### config.mk
export PLATFORM = sky130hd
export DESIGN_NAME = io_state_bridge
export DESIGN_NICKNAME = d
export VERILOG_FILES = /design/src/rtl/io_state_bridge.sv
export SDC_FILE = /design/constraint.sdc
export NUM_CORES = 1
export LEC_CHECK = 0
export ABC_AREA = 1
export CAP_MARGIN = 5
export CORE_UTILIZATION = 50
export CTS_CLUSTER_DIAMETER = 80
export DETAILED_ROUTE_END_ITERATION = 10
export HOLD_SLACK_MARGIN = 0.02
export PLACE_DENSITY = 0.67
export SETUP_SLACK_MARGIN = 0.1
export SLEW_MARGIN = 10
export SYNTH_ARGS = -nofsm -noshare
export SYNTH_HDL_FRONTEND = slang
export SYNTH_SLANG_ARGS = --single-unit
export TNS_END_PERCENT = 20
### constraint.sdc
create_clock -name CLK -period 12.8 [get_ports CLK]
set_input_delay 1.28 -clock CLK [delete_from_list [all_inputs] [get_ports CLK]]
set_output_delay 1.28 -clock CLK [all_outputs]
set_load 0.1 [all_outputs]
### src/rtl/io_state_bridge.sv
// Board-I/O bridge: applies SW/KEY vectors through a valid/ready handshake and logs
// timestamped LED/HEX changes in a first-word-fall-through event FIFO.
module io_state_bridge #(
  parameter int unsigned N_SW        = 10,
  parameter int unsigned N_KEY       = 4,
  parameter int unsigned N_LED       = 10,
  parameter int unsigned N_HEX       = 6,
  parameter int unsigned FIFO_DEPTH  = 8,
  parameter int unsigned TS_W        = 16,
  parameter int unsigned SETTLE      = 2,
  parameter int unsigned SNAP_ON_UPD = 1
) (
  input  logic                         CLK,
  input  logic                         RST,
  input  logic                         in_valid,
  output logic                         in_ready,
  input  logic [N_SW+N_KEY-1:0]        in_data,
  output logic [N_SW-1:0]              SW,
  output logic [N_KEY-1:0]             KEY,
  input  logic [N_LED-1:0]             LED,
  input  logic [7*N_HEX-1:0]           HEX,
  output logic                         ev_valid,
  input  logic                         ev_ready,
  output logic [N_LED+7*N_HEX-1:0]     ev_data,
  output logic [TS_W-1:0]              ev_ts,
  output logic                         overflow
);

  localparam int unsigned IN_W  = N_SW + N_KEY;
  localparam int unsigned OUT_W = N_LED + 7 * N_HEX;
  localparam int unsigned PTR_W = $clog2(FIFO_DEPTH);
  localparam int unsigned CNT_W = PTR_W + 1;
  localparam int unsigned SET_W = (SETTLE > 1) ? $clog2(SETTLE) : 1;

  typedef enum logic [1:0] {ST_IDLE, ST_SETTLE, ST_SNAP} state_t;

  state_t             r_state;
  state_t             w_state_nxt;
  logic [SET_W-1:0]   r_settle_cnt;
  logic [SET_W-1:0]   w_settle_cnt_nxt;
  logic               w_accept;
  logic               w_force;
  logic               r_in_ready;
  logic [N_SW-1:0]    r_sw;
  logic [N_KEY-1:0]   r_key;

  logic [TS_W-1:0]    r_ts;
  logic [OUT_W-1:0]   r_cur;
  logic [OUT_W-1:0]   r_prev;
  logic [TS_W-1:0]    r_cur_ts;
  logic               r_cur_ok;
  logic               r_prev_ok;
  logic               w_change;
  logic               w_push;

  logic [OUT_W-1:0]   r_mem_data [FIFO_DEPTH];
  logic [TS_W-1:0]    r_mem_ts   [FIFO_DEPTH];
  logic [PTR_W-1:0]   r_wr_ptr;
  logic [PTR_W-1:0]   r_rd_ptr;
  logic [CNT_W-1:0]   r_count;
  logic [CNT_W-1:0]   w_count_nxt;
  logic               r_ev_valid;
  logic               r_overflow;
  logic               w_pop;
  logic               w_full;
  logic               w_wr_en;

  // Handshake / settle sequencing
  always_comb begin
    w_state_nxt      = r_state;
    w_settle_cnt_nxt = r_settle_cnt;
    w_accept         = 1'b0;
    w_force          = 1'b0;
    unique case (r_state)
      ST_IDLE: begin
        if (in_valid) begin
          w_accept         = 1'b1;
          w_settle_cnt_nxt = '0;
          w_state_nxt      = (SETTLE == 0) ? ST_SNAP : ST_SETTLE;
        end
      end
      ST_SETTLE: begin
        if (r_settle_cnt == SET_W'(SETTLE - 1)) begin
          w_state_nxt = ST_SNAP;
        end else begin
          w_settle_cnt_nxt = r_settle_cnt + SET_W'(1);
        end
      end
      ST_SNAP: begin
        w_force     = (SNAP_ON_UPD != 0);
        w_state_nxt = ST_IDLE;
      end
      default: w_state_nxt = ST_IDLE;
    endcase
  end

  always_ff @(posedge CLK) begin
    if (RST) begin
      r_state      <= ST_IDLE;
      r_settle_cnt <= '0;
      r_in_ready   <= 1'b1;
      r_sw         <= '0;
      r_key        <= '0;
    end else begin
      r_state      <= w_state_nxt;
      r_settle_cnt <= w_settle_cnt_nxt;
      r_in_ready   <= (w_state_nxt == ST_IDLE);
      if (w_accept) begin
        r_sw  <= in_data[N_SW-1:0];
        r_key <= in_data[IN_W-1:N_SW];
      end
    end
  end

  // Output sampling; cur/prev only compare once both hold post-reset samples
  always_ff @(posedge CLK) begin
    if (RST) begin
      r_ts      <= '0;
      r_cur     <= '0;
      r_prev    <= '0;
      r_cur_ts  <= '0;
      r_cur_ok  <= 1'b0;
      r_prev_ok <= 1'b0;
    end else begin
      r_ts      <= r_ts + TS_W'(1);
      r_cur     <= {HEX, LED};
      r_cur_ts  <= r_ts;
      r_prev    <= r_cur;
      r_cur_ok  <= 1'b1;
      r_prev_ok <= r_cur_ok;
    end
  end

  assign w_change = r_prev_ok & (r_cur != r_prev);
  assign w_push   = w_change | w_force;

  // Event FIFO
  assign w_pop   = r_ev_valid & ev_ready;
  assign w_full  = (r_count == CNT_W'(FIFO_DEPTH));
  assign w_wr_en = w_push & (~w_full | w_pop);

  always_comb begin
    w_count_nxt = r_count;
    if (w_wr_en && !w_pop) begin
      w_count_nxt = r_count + CNT_W'(1);
    end else if (!w_wr_en && w_pop) begin
      w_count_nxt = r_count - CNT_W'(1);
    end
  end

  always_ff @(posedge CLK) begin
    if (RST) begin
      r_wr_ptr   <= '0;
      r_rd_ptr   <= '0;
      r_count    <= '0;
      r_ev_valid <= 1'b0;
      r_overflow <= 1'b0;
    end else begin
      r_count    <= w_count_nxt;
      r_ev_valid <= (w_count_nxt != '0);
      if (w_wr_en) r_wr_ptr <= r_wr_ptr + PTR_W'(1);
      if (w_pop)   r_rd_ptr <= r_rd_ptr + PTR_W'(1);
      if (w_push && !w_wr_en) r_overflow <= 1'b1;
    end
  end

  always_ff @(posedge CLK) begin
    if (w_wr_en) begin
      r_mem_data[r_wr_ptr] <= r_cur;
      r_mem_ts[r_wr_ptr]   <= r_cur_ts;
    end
  end

  assign in_ready = r_in_ready;
  assign SW       = r_sw;
  assign KEY      = r_key;
  assign ev_valid = r_ev_valid;
  assign ev_data  = r_mem_data[r_rd_ptr];
  assign ev_ts    = r_mem_ts[r_rd_ptr];
  assign overflow = r_overflow;

endmodule
==> impl_metrics.ini, run 1 <==
[worst_setup_path]
path_max_fanout = 153
worstReg2RegStart = r_cur[25]$_SDFF_PP0_
worstPathRequired_ns = 11.52
start_kind = flop
regToRegEndpoint = r_mem_data[3][43]$_DFFE_PP_
reg2reg_depth = 15
crit_path_max_incr_delay_ns = 1.19
crit_path_top_delay_cell = clkdlybuf4s50_1
path_class = flop to output pin
critical_path.cell_chain = inv_6, buf_4, o21ai_0, o22ai_1, nor2_1, a31oi_1, clkdlybuf4s50_1
endpoint_kind = output pin
arrival_ns = 5.07
r2r_slack_ns = 8.74

[sta]
setup_violations = 0
whs_ns = 0.408
final-hold-violation-count = 0
final.period_utilization_pct = 49.6
tightest_slew_ns = 1.19
period_needed_ns = 6.35
slew-limit-headroom_pct = 21.0
maxSlewViolCount = 0
final.setup.tns_ns = 0
fin_skew_ns = 0.0264
grt_setup_unrepaired = false
worst_slack_ns = 6.45
max_freq_ghz = 0.158

[clock_network]
cts_hold_buf = 0
h-tree-depth = 3
cts_made_buffers = 72
cts_resized = 0
clock_latency_ns = 0.61
postCtsSetupRepairBufs = 0
clkSinkCount = 715
clock-root-buffer = clkbuf_16
clkTransAtPathRegs_ns = 0.06
cts_tree = done
clk_path_buf_depth = 3

[placement]
dpl_worst_slack_ns = 7.07
placedCellCount = 3112
hpwl_microns = 31000
place_congestion = 0.764
io_buffers = 154

[die]
chipHeight_microns = 234
start_util_pct = 51.0
core_area_sq_um = 53000
die_area_sq_um = 55000
rows = 84
fp.dieW_microns = 234
ioPinCount = 155

[synth]
syn_area_sq_um = 27000
synth.distinct_cells = 27
syn_inst = 2379
syn_nets = 2454
synth_top_area_share_pct = 60.5
ys_top_cells_by_area = edfxtp_1 60%, dfxtp_1 13%, nor2_1 9.5%, o21ai_0 5.5%, inv_1 2.5%
ys_ff_latch = 715
synth.avg_cell_area_sq_um = 11.4
synth_warnings = 0
ys_seq_area_share_pct = 73.1
synth_top_cell_by_area = edfxtp_1

[grt]
globalRouteOverflowTotal = 0
grt_pass1_wl_microns = 93000
grt_max_degree = 223
antenna_found_initial = 0
grtUsageTotal_pct = 22.3
grt_pass1_vias = 16900

[detailed_routing]
wire_per_inst_microns = 18.8
viasPerCell = 5.39
dr.pass1.iters = 5
final_antenna_net_count = 0
vias = 17500
drc = 0
routed_wl_microns = 60900
drtIter0Drc = 1393

[min_path]
hold-path-endpoint = r_prev_ok$_SDFF_PP0_
whs_path_depth = 2
hold_start = r_cur_ok$_DFF_P_
hp-class = flop to flop

[run]
drv_cap = 0

[cells_and_area]
diodes = 0
nFillCells = 4215
final_cells = 3244
nets = 2573
syn2layout_area_growth_pct = 16.6
drive_above_1_share_pct = 5.83

[power_and_ir_drop]
pwr_density_cell_nw_per_um2 = 178
ir_drop_v = 0.000106
p_leak_nw = 11.3

[status]
status = finished, final reports clean
## cell usage after synthesis
| master | number |
|---|---|
| a211oi_1 | 1 |
| a21oi_1 | 15 |
| a31oi_1 | 71 |
| buf_1 | 16 |
| buf_2 | 5 |
| clkbuf_1 | 102 |
| clkinv_1 | 1 |
| dfxtp_1 | 171 |
| edfxtp_1 | 544 |
| ha_1 | 5 |
| inv_1 | 179 |
| inv_2 | 3 |
| nand2_1 | 161 |
| nand2_2 | 5 |
| nand3_1 | 11 |
| nand3_2 | 1 |
| nand4_1 | 5 |
| nor2_1 | 682 |
| nor2_4 | 3 |
| nor3_1 | 8 |
| nor3_2 | 1 |
| nor3_4 | 2 |
| nor4_1 | 1 |
| o21ai_0 | 295 |
| o22ai_1 | 68 |
| xnor2_1 | 17 |
| xor2_1 | 6 |
## layout by cell type (no fill, tap or decap), drive strengths merged, types with 17 or more instances in the layout
cell	instances
a31oi	71
clkbuf	96
clkdlybuf4s50	153
clkinv	26
dfxtp	171
edfxtp	544
inv	186
nand2	166
nor2	685
o21ai	295
o22ai	68
xnor2	17
## metal layers
metal	wire length [microns]	GRT usage [%]	vias to the layer above
li1	-	-	8337
met4	1540	8.37	0
met2	29300	37.0	571
met5	0	0	-
met3	3830	3.46	98
met1	26300	29.6	8480
## how the worst max path moves through the flow
| stage | start | endpoint | cells past startpoint |
|---|---|---|---|
| global placement | flop | ev_ts[2] | 7 |
| floorplan | ev_ready | r_mem_data[0][0]$_DFFE_PP_ | 8 |
| CTS | flop | ev_data[8] | 7 |
| detailed placement | flop | ev_ts[15] | 7 |
| finish | flop | ev_data[8] | 7 |
| global route | flop | ev_data[8] | 7 |
## worst max-delay path: cells and delay by family, from the launching register on
family | cells | cell delay [ns]
buf+inv | 3 | 2.92
compound gates | 3 | 0.73
flops | 1 | 0.52
simple gates | 1 | 0.06
## where the power goes
group | leakage, nW | switching (mW) | internal, mW
Clock | 1.16 | 0.851 | 1.23
Sequential | 6.42 | 0.0564 | 2.54
Combinational | 3.73 | 0.703 | 0.222
## through the flow
step	util [%]	area, sq um	power, mW
after detailed placement	55.0	29200	3.58
after global placement	55.0	29200	3.56
final	59.5	31500	5.60
after CTS	59.5	31500	5.64
after floorplan	-	27000	3.33
after global routing	59.5	31500	5.79
## cells by family (layout without fill, tap and decap cells)
kind of cell	after synthesis	count (layout)	synth area share, %
compound gates	450	450	8.99
xor+xnor	23	23	0.745
fa+ha+maj	5	5	0.232
buf+inv	306	483	4.27
flops	715	715	73.1
simple gates	880	880	12.6
## flip-flops by register name, summed over array words and instances (netlist names), 3 cells and up, named ones only
signal      flops
r_mem_data    416
r_mem_ts      128
r_cur          52
r_prev         52
r_cur_ts       16
r_ts           16
SW             10
KEY             4
r_count         4
r_rd_ptr        3
r_wr_ptr        3
## final cells by class
type                    count  area [sq um]  area share, %
flip-flops and latches    715         19800           62.7
multi-input cells        1358          6170           19.6
clock buffers              96          2050           6.49
repair buffers            168          1660           5.27
well taps                 688           861           2.73
inverters                 183           697           2.21
clock inverters            36           310          0.985
Power figures use the tool's default switching activity.
==> run 2, diff against run 1 <==
- PLACE_DENSITY: 0.67 -> 0.69
- clock period: 12.8 -> 5.5 ns (I/O delays scaled with it)
==> impl_metrics.ini, run 2 (synthesis gave the netlist of run 1 again) <==
[worst_setup_path]
start_kind = flop
arrival_ns = 4.10
worstPathRequired_ns = 4.95
path_max_fanout = 50
endpoint_kind = output pin
worstReg2RegStart = r_cur[25]$_SDFF_PP0_
path_class = flop to output pin

[sta]
whs_ns = 0.403
period_needed_ns = 4.65
final.period_utilization_pct = 84.6
fin_skew_ns = 0.0319
slew-limit-headroom_pct = 28.6
setup_violations = 0
grt_setup_unrepaired = false
tightest_slew_ns = 1.07
final-hold-violation-count = 0
max_freq_ghz = 0.215
worst_slack_ns = 0.847
final.setup.tns_ns = 0
maxSlewViolCount = 0

[min_path]
hold_start = r_cur_ok$_DFF_P_
hp-class = flop to flop

[die]
rows = 84
chipHeight_microns = 234
start_util_pct = 51.0
core_area_sq_um = 53000
fp.dieW_microns = 234
ioPinCount = 155
die_area_sq_um = 55000

[cells_and_area]
drive_above_1_share_pct = 6.98
largest-register = r_mem_data
final_cell_mix = 674 x nor2_1, 544 x edfxtp_1, 295 x o21ai_0, 178 x inv_1, 169 x dfxtp_1
nets = 2592
largest_reg_flops = 416
diodes = 0
top_regs = r_mem_data x416, r_mem_ts x128
syn2layout_area_growth_pct = 17.2
fin_util_pct = 59.8
final_common_cell = nor2_1

[grt]
globalRouteOverflowTotal = 0
grt_max_degree = 88
grt_pass1_vias = 17000
antenna_found_initial = 0
grt_pass1_wl_microns = 93400
grtUsageTotal_pct = 22.3

[detailed_routing]
routed_wl_microns = 60600
drtIter0Drc = 1499
wire_per_inst_microns = 18.6
drc = 0
viasPerCell = 5.41
vias = 17700
final_antenna_net_count = 0
dr.pass1.iters = 6

[clock_network]
cts_hold_buf = 0
clkSinkCount = 715
postCtsSetupRepairBufs = 0
clkTransAtPathRegs_ns = 0.06
clock_latency_ns = 0.61
cts_resized = 0
clk_path_buf_depth = 3
clock-root-buffer = clkbuf_16
cts_tree = done
h-tree-depth = 3
cts_made_buffers = 73

[power_and_ir_drop]
p_leak_nw = 11.4
ir_drop_v = 0.000237
pwr_density_cell_nw_per_um2 = 412

[status]
status = finished, final reports clean

[run]
drv_cap = 0

[placement]
hpwl_microns = 32900
dpl_worst_slack_ns = 1.50
io_buffers = 154
place_congestion = 0.774
[run 2: cell types whose count changed in the layout (fill, tap and decap cells not counted), moves of 2 or more]
cell	before	now
bufinv_16	5	3
clkdlybuf4s50_1	153	137
clkinv_2	13	10
buf_12	1	6
clkbuf_16	75	77
inv_6	5	3
clkinv_1	13	9
buf_4	13	42
clkbuf_1	12	22
[run 2: layer usage]
| layer | vias to the layer above | track usage [%] | part of all wire [%] |
|---|---|---|---|
| met4 | 0 | 7.72 | 2.2 |
| met2 | 605 | 37.2 | 49 |
| met5 | - | 0 | 0 |
| met1 | 8586 | 30.0 | 42 |
| li1 | 8388 | - | - |
| met3 | 85 | 3.10 | 6.8 |
[run 2: critical path, cell delays in order, from the launching register on]
cell             delay [ns]
dfxtp_4                0.70
buf_4                  0.63
o21ai_0                0.22
o22ai_1                0.22
nor2_1                 0.07
a31oi_1                0.42
clkdlybuf4s50_1        1.23
[run 2: worst paths after layout]
check	endpoint	slack, ns	cells after the start
max	ev_data[41]	0.85	6
min	r_prev_ok$_SDFF_PP0_	0.40	2
max reg2reg	r_mem_data[4][16]$_DFFE_PP_	1.95	15
min reg2reg	r_prev_ok$_SDFF_PP0_	0.40	2
[run 2: metrics by stage]
stage               total power, mW  instance area (sq um)  std cells
floorplan                      7.74                  27000       2379
global placement               8.30                  29300       3130
detailed placement             8.33                  29300       3130
CTS                            13.1                  31700       3265
global route                   13.5                  31700       3265
finish                         13.1                  31700       3265
[run 2: report_power, final]
part / internal, mW / switching (mW)
registers: 5.92 / 0.129
clock network: 2.85 / 1.99
logic: 0.524 / 1.64
total: 9.29 / 3.76
[run 2: area by class of cell]
type,instances,area (sq um)
fillers,4134,21300
flip-flops and latches,715,19800
multi-input cells,1358,6170
clock buffers,109,2150
repair buffers,186,1820
well taps,688,861
inverters,183,697
clock inverters,26,220
